## src/rtl/axi_lite_arb_pkg.sv

```systemverilog
// Shared types and helpers for the AXI-lite request arbiter.
// State encoding, requester index type and payload slice helper.
package axi_lite_arb_pkg;

  localparam int unsigned MAX_REQ = 4;
  localparam logic [31:0] ERR_DATA_DEFAULT = 32'hDEADDEAD;

  typedef logic [$clog2(MAX_REQ)-1:0] req_idx_t;

  typedef enum logic [1:0] {
    StIdle  = 2'd0,
    StIssue = 2'd1,
    StWait  = 2'd2,
    StResp  = 2'd3
  } arb_state_e;

  // Low bit of slice idx in a flat vector of width-bit slices.
  function automatic int unsigned slice_lo(input int unsigned idx, input int unsigned width);
    return idx * width;
  endfunction

endpackage

```

## src/rtl/axi_lite_req_arbiter_if.sv

```systemverilog
// Requester-side and master-user-port signals of the arbiter.
// master = arbiter view, slave = requesters plus AXI-lite master user port.
interface axi_lite_req_arbiter_if #(
  parameter int unsigned NUM_REQ = 2
);
  logic [NUM_REQ-1:0]    req_valid;
  logic [NUM_REQ-1:0]    req_ready;
  logic [NUM_REQ-1:0]    req_wr;
  logic [32*NUM_REQ-1:0] req_addr;
  logic [4*NUM_REQ-1:0]  req_be;
  logic [32*NUM_REQ-1:0] req_wdata;
  logic [NUM_REQ-1:0]    rsp_valid;
  logic [31:0]           rsp_rdata;
  logic                  rsp_err;
  logic [31:0]           rd_addr;
  logic [3:0]            rd_be;
  logic                  rd_en;
  logic [31:0]           rd_data;
  logic                  rd_data_valid;
  logic [31:0]           wr_addr;
  logic [3:0]            wr_be;
  logic [31:0]           wr_data;
  logic                  wr_en;
  logic                  wr_busy;

  modport master (
    input  req_valid, req_wr, req_addr, req_be, req_wdata, rd_data, rd_data_valid, wr_busy,
    output req_ready, rsp_valid, rsp_rdata, rsp_err, rd_addr, rd_be, rd_en,
           wr_addr, wr_be, wr_data, wr_en
  );

  modport slave (
    output req_valid, req_wr, req_addr, req_be, req_wdata, rd_data, rd_data_valid, wr_busy,
    input  req_ready, rsp_valid, rsp_rdata, rsp_err, rd_addr, rd_be, rd_en,
           wr_addr, wr_be, wr_data, wr_en
  );

endinterface

```

## src/rtl/rr_priority_pick.sv

```systemverilog
// Combinational round-robin picker: first requester after last_grant_i wins.
module rr_priority_pick
  import axi_lite_arb_pkg::*;
#(
  parameter int unsigned NUM_REQ = 2
) (
  input  logic [NUM_REQ-1:0] req_i,
  input  req_idx_t           last_grant_i,
  output logic [NUM_REQ-1:0] grant_o,
  output req_idx_t           index_o,
  output logic               any_o
);

  int unsigned        cand;
  logic [NUM_REQ-1:0] cand_mask;

  always_comb begin
    grant_o   = '0;
    index_o   = '0;
    any_o     = 1'b0;
    cand      = 0;
    cand_mask = '0;
    // Offset NUM_REQ wraps back to last_grant_i itself, so it is tried last.
    for (int unsigned off = 1; off <= NUM_REQ; off++) begin
      cand      = (32'(last_grant_i) + off) % NUM_REQ;
      cand_mask = NUM_REQ'(1) << cand;
      if (!any_o && |(req_i & cand_mask)) begin
        any_o   = 1'b1;
        grant_o = cand_mask;
        index_o = req_idx_t'(cand);
      end
    end
  end

endmodule

```

## src/rtl/axi_lite_req_arbiter.sv

```systemverilog
// Round-robin arbiter sharing one AXI-lite master user port between NUM_REQ requesters,
// one transaction outstanding, with single-cycle strobes and completion timeout.
module axi_lite_req_arbiter
  import axi_lite_arb_pkg::*;
#(
  parameter int unsigned NUM_REQ        = 2,
  parameter int unsigned TIMEOUT_CYCLES = 1024,
  parameter logic [31:0] ERR_DATA       = ERR_DATA_DEFAULT
) (
  input logic                   ACLK,
  input logic                   ARESET,
  axi_lite_req_arbiter_if.master bus
);

  localparam int unsigned CntW        = (TIMEOUT_CYCLES == 0) ? 1 : $clog2(TIMEOUT_CYCLES + 1);
  localparam int unsigned TimeoutLast = (TIMEOUT_CYCLES == 0) ? 0 : TIMEOUT_CYCLES - 1;

  arb_state_e state_q, state_d;
  req_idx_t   gnt_q, gnt_d;
  req_idx_t   last_q, last_d;
  logic       wr_q, wr_d;
  logic [CntW-1:0] cnt_q, cnt_d;

  logic [31:0] rd_addr_q, rd_addr_d;
  logic [3:0]  rd_be_q, rd_be_d;
  logic        rd_en_q, rd_en_d;
  logic [31:0] wr_addr_q, wr_addr_d;
  logic [3:0]  wr_be_q, wr_be_d;
  logic [31:0] wr_data_q, wr_data_d;
  logic        wr_en_q, wr_en_d;
  logic [31:0] rsp_rdata_q, rsp_rdata_d;
  logic        rsp_err_q, rsp_err_d;

  logic [NUM_REQ-1:0] pick_gnt;
  req_idx_t           pick_idx;
  logic               pick_any;
  logic [31:0]        sel_addr;
  logic [31:0]        sel_wdata;
  logic [3:0]         sel_be;
  logic               sel_wr;

  rr_priority_pick #(
    .NUM_REQ (NUM_REQ)
  ) u_pick (
    .req_i        (bus.req_valid),
    .last_grant_i (last_q),
    .grant_o      (pick_gnt),
    .index_o      (pick_idx),
    .any_o        (pick_any)
  );

  assign sel_addr  = 32'(bus.req_addr >> slice_lo(32'(pick_idx), 32));
  assign sel_wdata = 32'(bus.req_wdata >> slice_lo(32'(pick_idx), 32));
  assign sel_be    = 4'(bus.req_be >> slice_lo(32'(pick_idx), 4));
  assign sel_wr    = |(bus.req_wr & pick_gnt);

  always_comb begin
    state_d     = state_q;
    gnt_d       = gnt_q;
    last_d      = last_q;
    wr_d        = wr_q;
    cnt_d       = cnt_q;
    rd_addr_d   = rd_addr_q;
    rd_be_d     = rd_be_q;
    rd_en_d     = 1'b0;
    wr_addr_d   = wr_addr_q;
    wr_be_d     = wr_be_q;
    wr_data_d   = wr_data_q;
    wr_en_d     = 1'b0;
    rsp_rdata_d = rsp_rdata_q;
    rsp_err_d   = rsp_err_q;
    bus.req_ready = '0;

    case (state_q)
      StIdle: begin
        if (pick_any && !ARESET) begin
          bus.req_ready = pick_gnt;
          gnt_d         = pick_idx;
          wr_d          = sel_wr;
          if (sel_wr) begin
            wr_addr_d = sel_addr;
            wr_be_d   = sel_be;
            wr_data_d = sel_wdata;
            wr_en_d   = 1'b1;
          end else begin
            rd_addr_d = sel_addr;
            rd_be_d   = sel_be;
            rd_en_d   = 1'b1;
          end
          state_d = StIssue;
        end
      end
      StIssue: begin
        cnt_d   = '0;
        state_d = StWait;
      end
      StWait: begin
        cnt_d = cnt_q + 1'b1;
        if (!wr_q && bus.rd_data_valid) begin
          rsp_rdata_d = bus.rd_data;
          rsp_err_d   = 1'b0;
          state_d     = StResp;
        end else if (wr_q && !bus.wr_busy) begin
          rsp_rdata_d = '0;
          rsp_err_d   = 1'b0;
          state_d     = StResp;
        end else if (TIMEOUT_CYCLES != 0 && cnt_q == CntW'(TimeoutLast)) begin
          rsp_rdata_d = wr_q ? 32'h0 : ERR_DATA;
          rsp_err_d   = 1'b1;
          state_d     = StResp;
        end
      end
      StResp: begin
        last_d  = gnt_q;
        state_d = StIdle;
      end
      default: state_d = StIdle;
    endcase
  end

  always_comb begin
    bus.rsp_valid = '0;
    for (int i = 0; i < NUM_REQ; i++) begin
      bus.rsp_valid[i] = (state_q == StResp) && (gnt_q == req_idx_t'(i));
    end
  end

  always_ff @(posedge ACLK or posedge ARESET) begin
    if (ARESET) begin
      state_q     <= StIdle;
      gnt_q       <= '0;
      last_q      <= '0;
      wr_q        <= 1'b0;
      cnt_q       <= '0;
      rd_addr_q   <= '0;
      rd_be_q     <= '0;
      rd_en_q     <= 1'b0;
      wr_addr_q   <= '0;
      wr_be_q     <= '0;
      wr_data_q   <= '0;
      wr_en_q     <= 1'b0;
      rsp_rdata_q <= '0;
      rsp_err_q   <= 1'b0;
    end else begin
      state_q     <= state_d;
      gnt_q       <= gnt_d;
      last_q      <= last_d;
      wr_q        <= wr_d;
      cnt_q       <= cnt_d;
      rd_addr_q   <= rd_addr_d;
      rd_be_q     <= rd_be_d;
      rd_en_q     <= rd_en_d;
      wr_addr_q   <= wr_addr_d;
      wr_be_q     <= wr_be_d;
      wr_data_q   <= wr_data_d;
      wr_en_q     <= wr_en_d;
      rsp_rdata_q <= rsp_rdata_d;
      rsp_err_q   <= rsp_err_d;
    end
  end

  assign bus.rd_addr   = rd_addr_q;
  assign bus.rd_be     = rd_be_q;
  assign bus.rd_en     = rd_en_q;
  assign bus.wr_addr   = wr_addr_q;
  assign bus.wr_be     = wr_be_q;
  assign bus.wr_data   = wr_data_q;
  assign bus.wr_en     = wr_en_q;
  assign bus.rsp_rdata = rsp_rdata_q;
  assign bus.rsp_err   = rsp_err_q;

endmodule

```

## src/flat_wrapper.sv

```systemverilog
// flat-port wrapper written by rule: the top's interface ports become plain ports
module axi_lite_req_arbiter_flat import axi_lite_arb_pkg::*;
#(
  parameter int unsigned NUM_REQ        = 2,
  parameter int unsigned TIMEOUT_CYCLES = 1024,
  parameter logic [31:0] ERR_DATA       = ERR_DATA_DEFAULT
)
  (ACLK, ARESET, bus_req_valid, bus_req_wr, bus_req_addr, bus_req_be, bus_req_wdata, bus_rd_data, bus_rd_data_valid, bus_wr_busy, bus_req_ready, bus_rsp_valid, bus_rsp_rdata, bus_rsp_err, bus_rd_addr, bus_rd_be, bus_rd_en, bus_wr_addr, bus_wr_be, bus_wr_data, bus_wr_en);
  axi_lite_req_arbiter_if #(.NUM_REQ(NUM_REQ)) bus_i ();
  input logic ACLK;
  input logic ARESET;
  input wire logic [$bits(bus_i.req_valid)-1:0] bus_req_valid;
  input wire logic [$bits(bus_i.req_wr)-1:0] bus_req_wr;
  input wire logic [$bits(bus_i.req_addr)-1:0] bus_req_addr;
  input wire logic [$bits(bus_i.req_be)-1:0] bus_req_be;
  input wire logic [$bits(bus_i.req_wdata)-1:0] bus_req_wdata;
  input wire logic [$bits(bus_i.rd_data)-1:0] bus_rd_data;
  input wire logic [$bits(bus_i.rd_data_valid)-1:0] bus_rd_data_valid;
  input wire logic [$bits(bus_i.wr_busy)-1:0] bus_wr_busy;
  output wire logic [$bits(bus_i.req_ready)-1:0] bus_req_ready;
  output wire logic [$bits(bus_i.rsp_valid)-1:0] bus_rsp_valid;
  output wire logic [$bits(bus_i.rsp_rdata)-1:0] bus_rsp_rdata;
  output wire logic [$bits(bus_i.rsp_err)-1:0] bus_rsp_err;
  output wire logic [$bits(bus_i.rd_addr)-1:0] bus_rd_addr;
  output wire logic [$bits(bus_i.rd_be)-1:0] bus_rd_be;
  output wire logic [$bits(bus_i.rd_en)-1:0] bus_rd_en;
  output wire logic [$bits(bus_i.wr_addr)-1:0] bus_wr_addr;
  output wire logic [$bits(bus_i.wr_be)-1:0] bus_wr_be;
  output wire logic [$bits(bus_i.wr_data)-1:0] bus_wr_data;
  output wire logic [$bits(bus_i.wr_en)-1:0] bus_wr_en;
  assign bus_i.req_valid = bus_req_valid;
  assign bus_i.req_wr = bus_req_wr;
  assign bus_i.req_addr = bus_req_addr;
  assign bus_i.req_be = bus_req_be;
  assign bus_i.req_wdata = bus_req_wdata;
  assign bus_i.rd_data = bus_rd_data;
  assign bus_i.rd_data_valid = bus_rd_data_valid;
  assign bus_i.wr_busy = bus_wr_busy;
  assign bus_req_ready = bus_i.req_ready;
  assign bus_rsp_valid = bus_i.rsp_valid;
  assign bus_rsp_rdata = bus_i.rsp_rdata;
  assign bus_rsp_err = bus_i.rsp_err;
  assign bus_rd_addr = bus_i.rd_addr;
  assign bus_rd_be = bus_i.rd_be;
  assign bus_rd_en = bus_i.rd_en;
  assign bus_wr_addr = bus_i.wr_addr;
  assign bus_wr_be = bus_i.wr_be;
  assign bus_wr_data = bus_i.wr_data;
  assign bus_wr_en = bus_i.wr_en;
  axi_lite_req_arbiter #(.NUM_REQ(NUM_REQ), .TIMEOUT_CYCLES(TIMEOUT_CYCLES), .ERR_DATA(ERR_DATA)) u_core (.ACLK(ACLK), .ARESET(ARESET), .bus(bus_i));
endmodule
```

## config.mk

```make
export PLATFORM = sky130hd
export DESIGN_NAME = axi_lite_req_arbiter_flat
export DESIGN_NICKNAME = d
export VERILOG_FILES = /design/src/rtl/axi_lite_arb_pkg.sv /design/src/rtl/axi_lite_req_arbiter_if.sv /design/src/rtl/rr_priority_pick.sv /design/src/rtl/axi_lite_req_arbiter.sv /design/src/flat_wrapper.sv
export SDC_FILE = /design/constraint.sdc
export NUM_CORES = 1
export LEC_CHECK = 0
export CAP_MARGIN = 20
export CORE_AREA = 3 3 122 124
export DETAILED_ROUTE_END_ITERATION = 6
export DIE_AREA = 0 0 125 127
export DONT_BUFFER_PORTS = 1
export GPL_TIMING_DRIVEN = 0
export PLACE_DENSITY = 0.65
export SETUP_SLACK_MARGIN = 0.1
export SLEW_MARGIN = 20
export SYNTH_ARGS = -nofsm -noshare
export SYNTH_HDL_FRONTEND = slang
export SYNTH_SLANG_ARGS = --single-unit
```

## constraint.sdc

```tcl
create_clock -name ACLK -period 10.35 [get_ports ACLK]
set_input_delay 1.035 -clock ACLK [delete_from_list [all_inputs] [get_ports ACLK]]
set_output_delay 1.035 -clock ACLK [all_outputs]
set_load 0.05 [all_outputs]
```

# == Yosys cells after proc, flatten, opt, wreduce, memory -nomap -nowiden ==
# Index checks and enable logic that the tools add are counted.
# word_totals
output_inout_bits,143
inputBits,176
ff_bits,156
# classes
n_addsub,3
n_reduce_logical,22
n_mux,27
eq_ne,7
shifts,5
bitwise,4
# ops
op,n
$mux 32,4
$shr 64x7->32,2
$pmux 11 s2,1
$mux 2,9
$mux 1,12
$add 11x1->11 const B,1
$eq 11x10->1 const B,1
$pmux 2 s4,1
$shr 8x4->4,1
$and 2x2->2,3
$logic_and 1x1->1,6
$reduce_and 2->1,3
$reduce_and 3->1,2
$reduce_or 2->1,3
$eq 2x1->1 const B,2
$eq 2x2->1 const B,2
$logic_not 1->1,4
$logic_not 2->1,2
$ne 4x1->1 const B,1
$shl 1x1->2 const A,2
$reduce_bool 3->1,1
$add 1x1->1 const B,2
$ne 2x1->1 const B,1
$reduce_bool 2->1,1
$not 1->1,1

# == Longest topological paths before layout ==
# depth
ltp_word,13
ltp_mapped,7
ltp_nobuf,6

# == Hierarchy ==
# Synthesis repeated with hierarchy kept, for this count alone.
# hier_totals
hier_cells,614
area_unflattened_um2,7358.3
# by_module_without_submodules
mod,seq_area_each_um2,cells_per_inst,area_per_inst_um2,instances
axi_lite_req_arbiter,3928.8,607,7314.5,1
rr_priority_pick,0.0,7,43.8,1

# == Least setup slack after synthesis ==
# No wires, ideal clock.
# synth_timing
kind,input to output
start,in ARESET
end,out bus_req_ready[1]
arrival_time_ps,6023
cell_stages,3
n_path_buf,0
t_required_ps,9315
setup_slack_ps,3292
cell_sequence,inv_1 -> o211ai_1 -> nor2b_1
# synth_via
elab_chain_len,4
# synth_lines
element,line,source
from (decl),flat_wrapper.sv:11,input logic ARESET;
$logic_not 1->1,axi_lite_req_arbiter.sv:76,if (pick_any && !ARESET) begin
$logic_and 1x1->1,axi_lite_req_arbiter.sv:76,
$mux 2,axi_lite_req_arbiter.sv:76,
$mux 2,axi_lite_req_arbiter.sv:74,case (state_q)
to (decl),flat_wrapper.sv:20,output wire logic [$bits(bus_i.req_ready)-1:0] bus_req_ready;
# No other way between the ends.

# == Worst setup path after layout ==
# layout_timing
start,in bus_req_valid[1]
end,out bus_req_ready[1]
# layout_via
elab_chain_len,9
# layout_lines
element,line,source
from (decl),flat_wrapper.sv:12,input wire logic [$bits(bus_i.req_valid)-1:0] bus_req_valid;
$and 2x2->2,rr_priority_pick.sv:27,if (!any_o && |(req_i & cand_mask)) begin
$reduce_or 2->1,rr_priority_pick.sv:27,
$mux 1,rr_priority_pick.sv:27,
$logic_not 1->1,rr_priority_pick.sv:27,
$logic_and 1x1->1,rr_priority_pick.sv:27,
$mux 1,rr_priority_pick.sv:27,
$logic_and 1x1->1,axi_lite_req_arbiter.sv:76,
$mux 2 *,axi_lite_req_arbiter.sv:76,
$mux 2 *,axi_lite_req_arbiter.sv:74,
# Mark *: on every way between the ends. The rest lies on a longest branch, timed or not.

==> results.tsv <==
metric	value	unit
mostFrequentLayoutCell	mux2_2	
grt_max_degree	97	
cts_root_buf	clkbuf_16	
arrival	3.17	ns
syn_avg_cell_area	13.7	um2
cts_inserted_buffers	17	
clock.fmax	0.238	GHz
p_leak	3.51	nW
via_per_inst	5.75	
fin_nets	713	
drt_iter0_markers	155	
num_io_pins	319	
tightestPinTransition	1.06	ns
grt_pass1_vias	4570	
synth_edf_count	0	
rsz0062_at_grt	false	
path_cells	a21boi_2, buf_2, buf_2, nor2b_1	
holdBufCountCts	0	
cts_sinks	155	
routed-via-count	4175	
drtPass1Iterations	4	
yosysUniqueCellTypes	39	
die_x	125	um
synth_cells	513	
wl_met2	8680	um
core	13900	um2
drc	0	
ys_warn_count	0	
powerDensity	403	nW/um2
grt_usage	21.0	%
max_cap_viol_count	0	
cp_max_fo	10	
period_needed	4.21	ns
cts_htree_levels	4	
finalPower	3.17	mW
crit_path_end_kind	output pin	
cts_tree	built	
fin_crit_sh	40.7	%
crit_family	simple AND/OR/NAND/NOR gates	
m1WireLength	6130	um
relSlewSlack	28.9	%
crit_buf_inv	2	
cts_resized	0	
crit_top_cell	buf_2	
antenna_found_initial	0	
syn_nets	693	
die-area	15900	um2
finalHoldViolations	0	
finalSetupViolCount	0	
gp_congestion	0.779	
yosysSeqAreaShare	55.2	%
drive_above_1_share	41.9	%
slowest_stage	nor2b_1	
grt_first_pass_wirelength	25800	um
async_reset_ff_share	100	%
syn2layout_area_growth	12.0	%
outcome	completed	
placement_rows	43	
clkTransAtPathRegs	0.06	ns
overflow	0	
place_hpwl	12700	um
crit_type	in -> out	
antenna_cells	0	
final_cell_mix	mux2_2, dfrtp_1, inv_1, a21oi_1, mux2_1	
dr_wl_met3	1670	um
synth_flop_cell	dfrtp_1	
antenna_left	0	
routed.top_layer	met4	
io_buffers	0	
crit_path_start_kind	input port	
ys_ff_latch	155	
cpPeakStageDelay	0.86	ns
cts_setup_buffers	0	
die_y	127	um
wirelength	16700	um
syn_area	7020	um2
cts_buffer_depth	2	
fin_tns_setup	0	ns
ir_worst_vdd	0.209	mV
fillers	1121	
hold_path_class	in -> async	
drv_slew	0	
cp.required	9.32	ns
clkLatencyLatePin	0.42	ns
skew	0.0109	ns
detail_route.wl_per_cell	23.0	um
start_util	50.6	%
synthesized netlist by cell type (2+ instances only):
master,instances,area [um2]
a21o_1,3,22.5
a21oi_1,29,145
a22o_1,10,87.6
and2_1,2,12.5
and3_1,2,12.5
and4_1,2,17.5
buf_1,5,18.8
buf_2,10,50.1
buf_4,2,15.0
buf_6,4,45.0
clkbuf_1,8,30.0
dfrtp_1,155,3880
ha_1,4,50.1
inv_1,30,113
mux2_1,22,248
mux2_2,174,1960
nand2_1,7,26.3
nand3_1,4,20.0
nand4_1,3,18.8
nor2_1,7,26.3
nor2b_1,4,25.0
nor3_1,2,10.0
o21ai_0,5,25.0
o22ai_1,2,12.5
xor2_1,3,26.3
sequential cells by signal (all words and copies together) (netlist names):
name / cells
u_core.gnt_q: 1
u_core.bus.wr_data: 32
u_core.bus.rd_addr: 32
u_core.bus.wr_addr: 32
u_core.cnt_q: 11
u_core.wr_q: 1
u_core.bus.rsp_rdata: 32
u_core.state_q: 2
u_core.bus.wr_be: 4
u_core.bus.rsp_err: 1
u_core.bus.rd_be: 4
u_core.last_q: 1
u_core.bus.wr_en: 1
u_core.bus.rd_en: 1
cell families after synthesis:
group,synth area share (%)
AO/OA/AOI/OAI,4.92
XOR/XNOR,0.499
adder cells (fa/ha/maj),0.713
buffers and inverters,3.87
flip-flops,55.2
multiplexers,31.6
AND/OR/NAND/NOR,3.22
final timing paths:
path                                       start                     end  slack, ns  cells after the start
worst max-delay path            bus_req_valid[1]        bus_req_ready[1]       6.14                      4
worst min-delay path                      ARESET  u_core.bus.rd_addr[29]       0.49                      1
worst max register to register  u_core.last_q[0]         u_core.gnt_q[0]       7.59                      5
worst min register to register   u_core.cnt_q[0]         u_core.cnt_q[0]       0.52                      1
max in group asynchronous                 ARESET  u_core.bus.rd_addr[28]       9.06                      2
min in group ACLK                u_core.cnt_q[0]         u_core.cnt_q[0]       0.52                      1
per-layer routing:
metal  vias up  track usage (%)
met3        14             8.57
met4         0             6.51
li1       1852                -
met5         -                0
met1      2090             23.7
met2       219             36.7
through the flow:
step | utilization [%] | worst slack (ns) | std cells | hold slack (ns) | instance area [um2]
after global routing | 56.7 | 6.03 | 726 | 0.507 | 7860
after detailed placement | 52.5 | 6.10 | 694 | 0.514 | 7280
after CTS | 56.7 | 6.11 | 726 | 0.489 | 7860
final | 56.7 | 6.14 | 726 | 0.493 | 7860
after global placement | 52.2 | 1.65 | 693 | 0.508 | 7250
after floorplan | - | 3.29 | 513 | 0.482 | 7020
worst reg2reg max path: cells and delay by family (launching register included):
kind | cells | cell delay (ns)
flops | 1 | 0.40
simple gates | 1 | 0.86
buf+inv | 2 | 0.79
compound gates | 2 | 0.65
power breakdown:
group,switching (mW),internal [mW]
registers,1.14,0.860
logic,0.257,0.316
clock network,0.267,0.331
layout make-up:
type | count | area, um2 | area share, %
Tap cell | 180 | 225 | 2.86
Inverter | 30 | 120 | 1.53
Timing Repair Buffer | 1 | 27.5 | 0.350
Buffer | 29 | 159 | 2.02
Clock inverter | 13 | 126 | 1.61
Clock buffer | 19 | 453 | 5.76
Sequential cell | 155 | 3880 | 49.3
Multi-Input combinational cell | 299 | 2870 | 36.5
(Power assumes the default switching activity.)
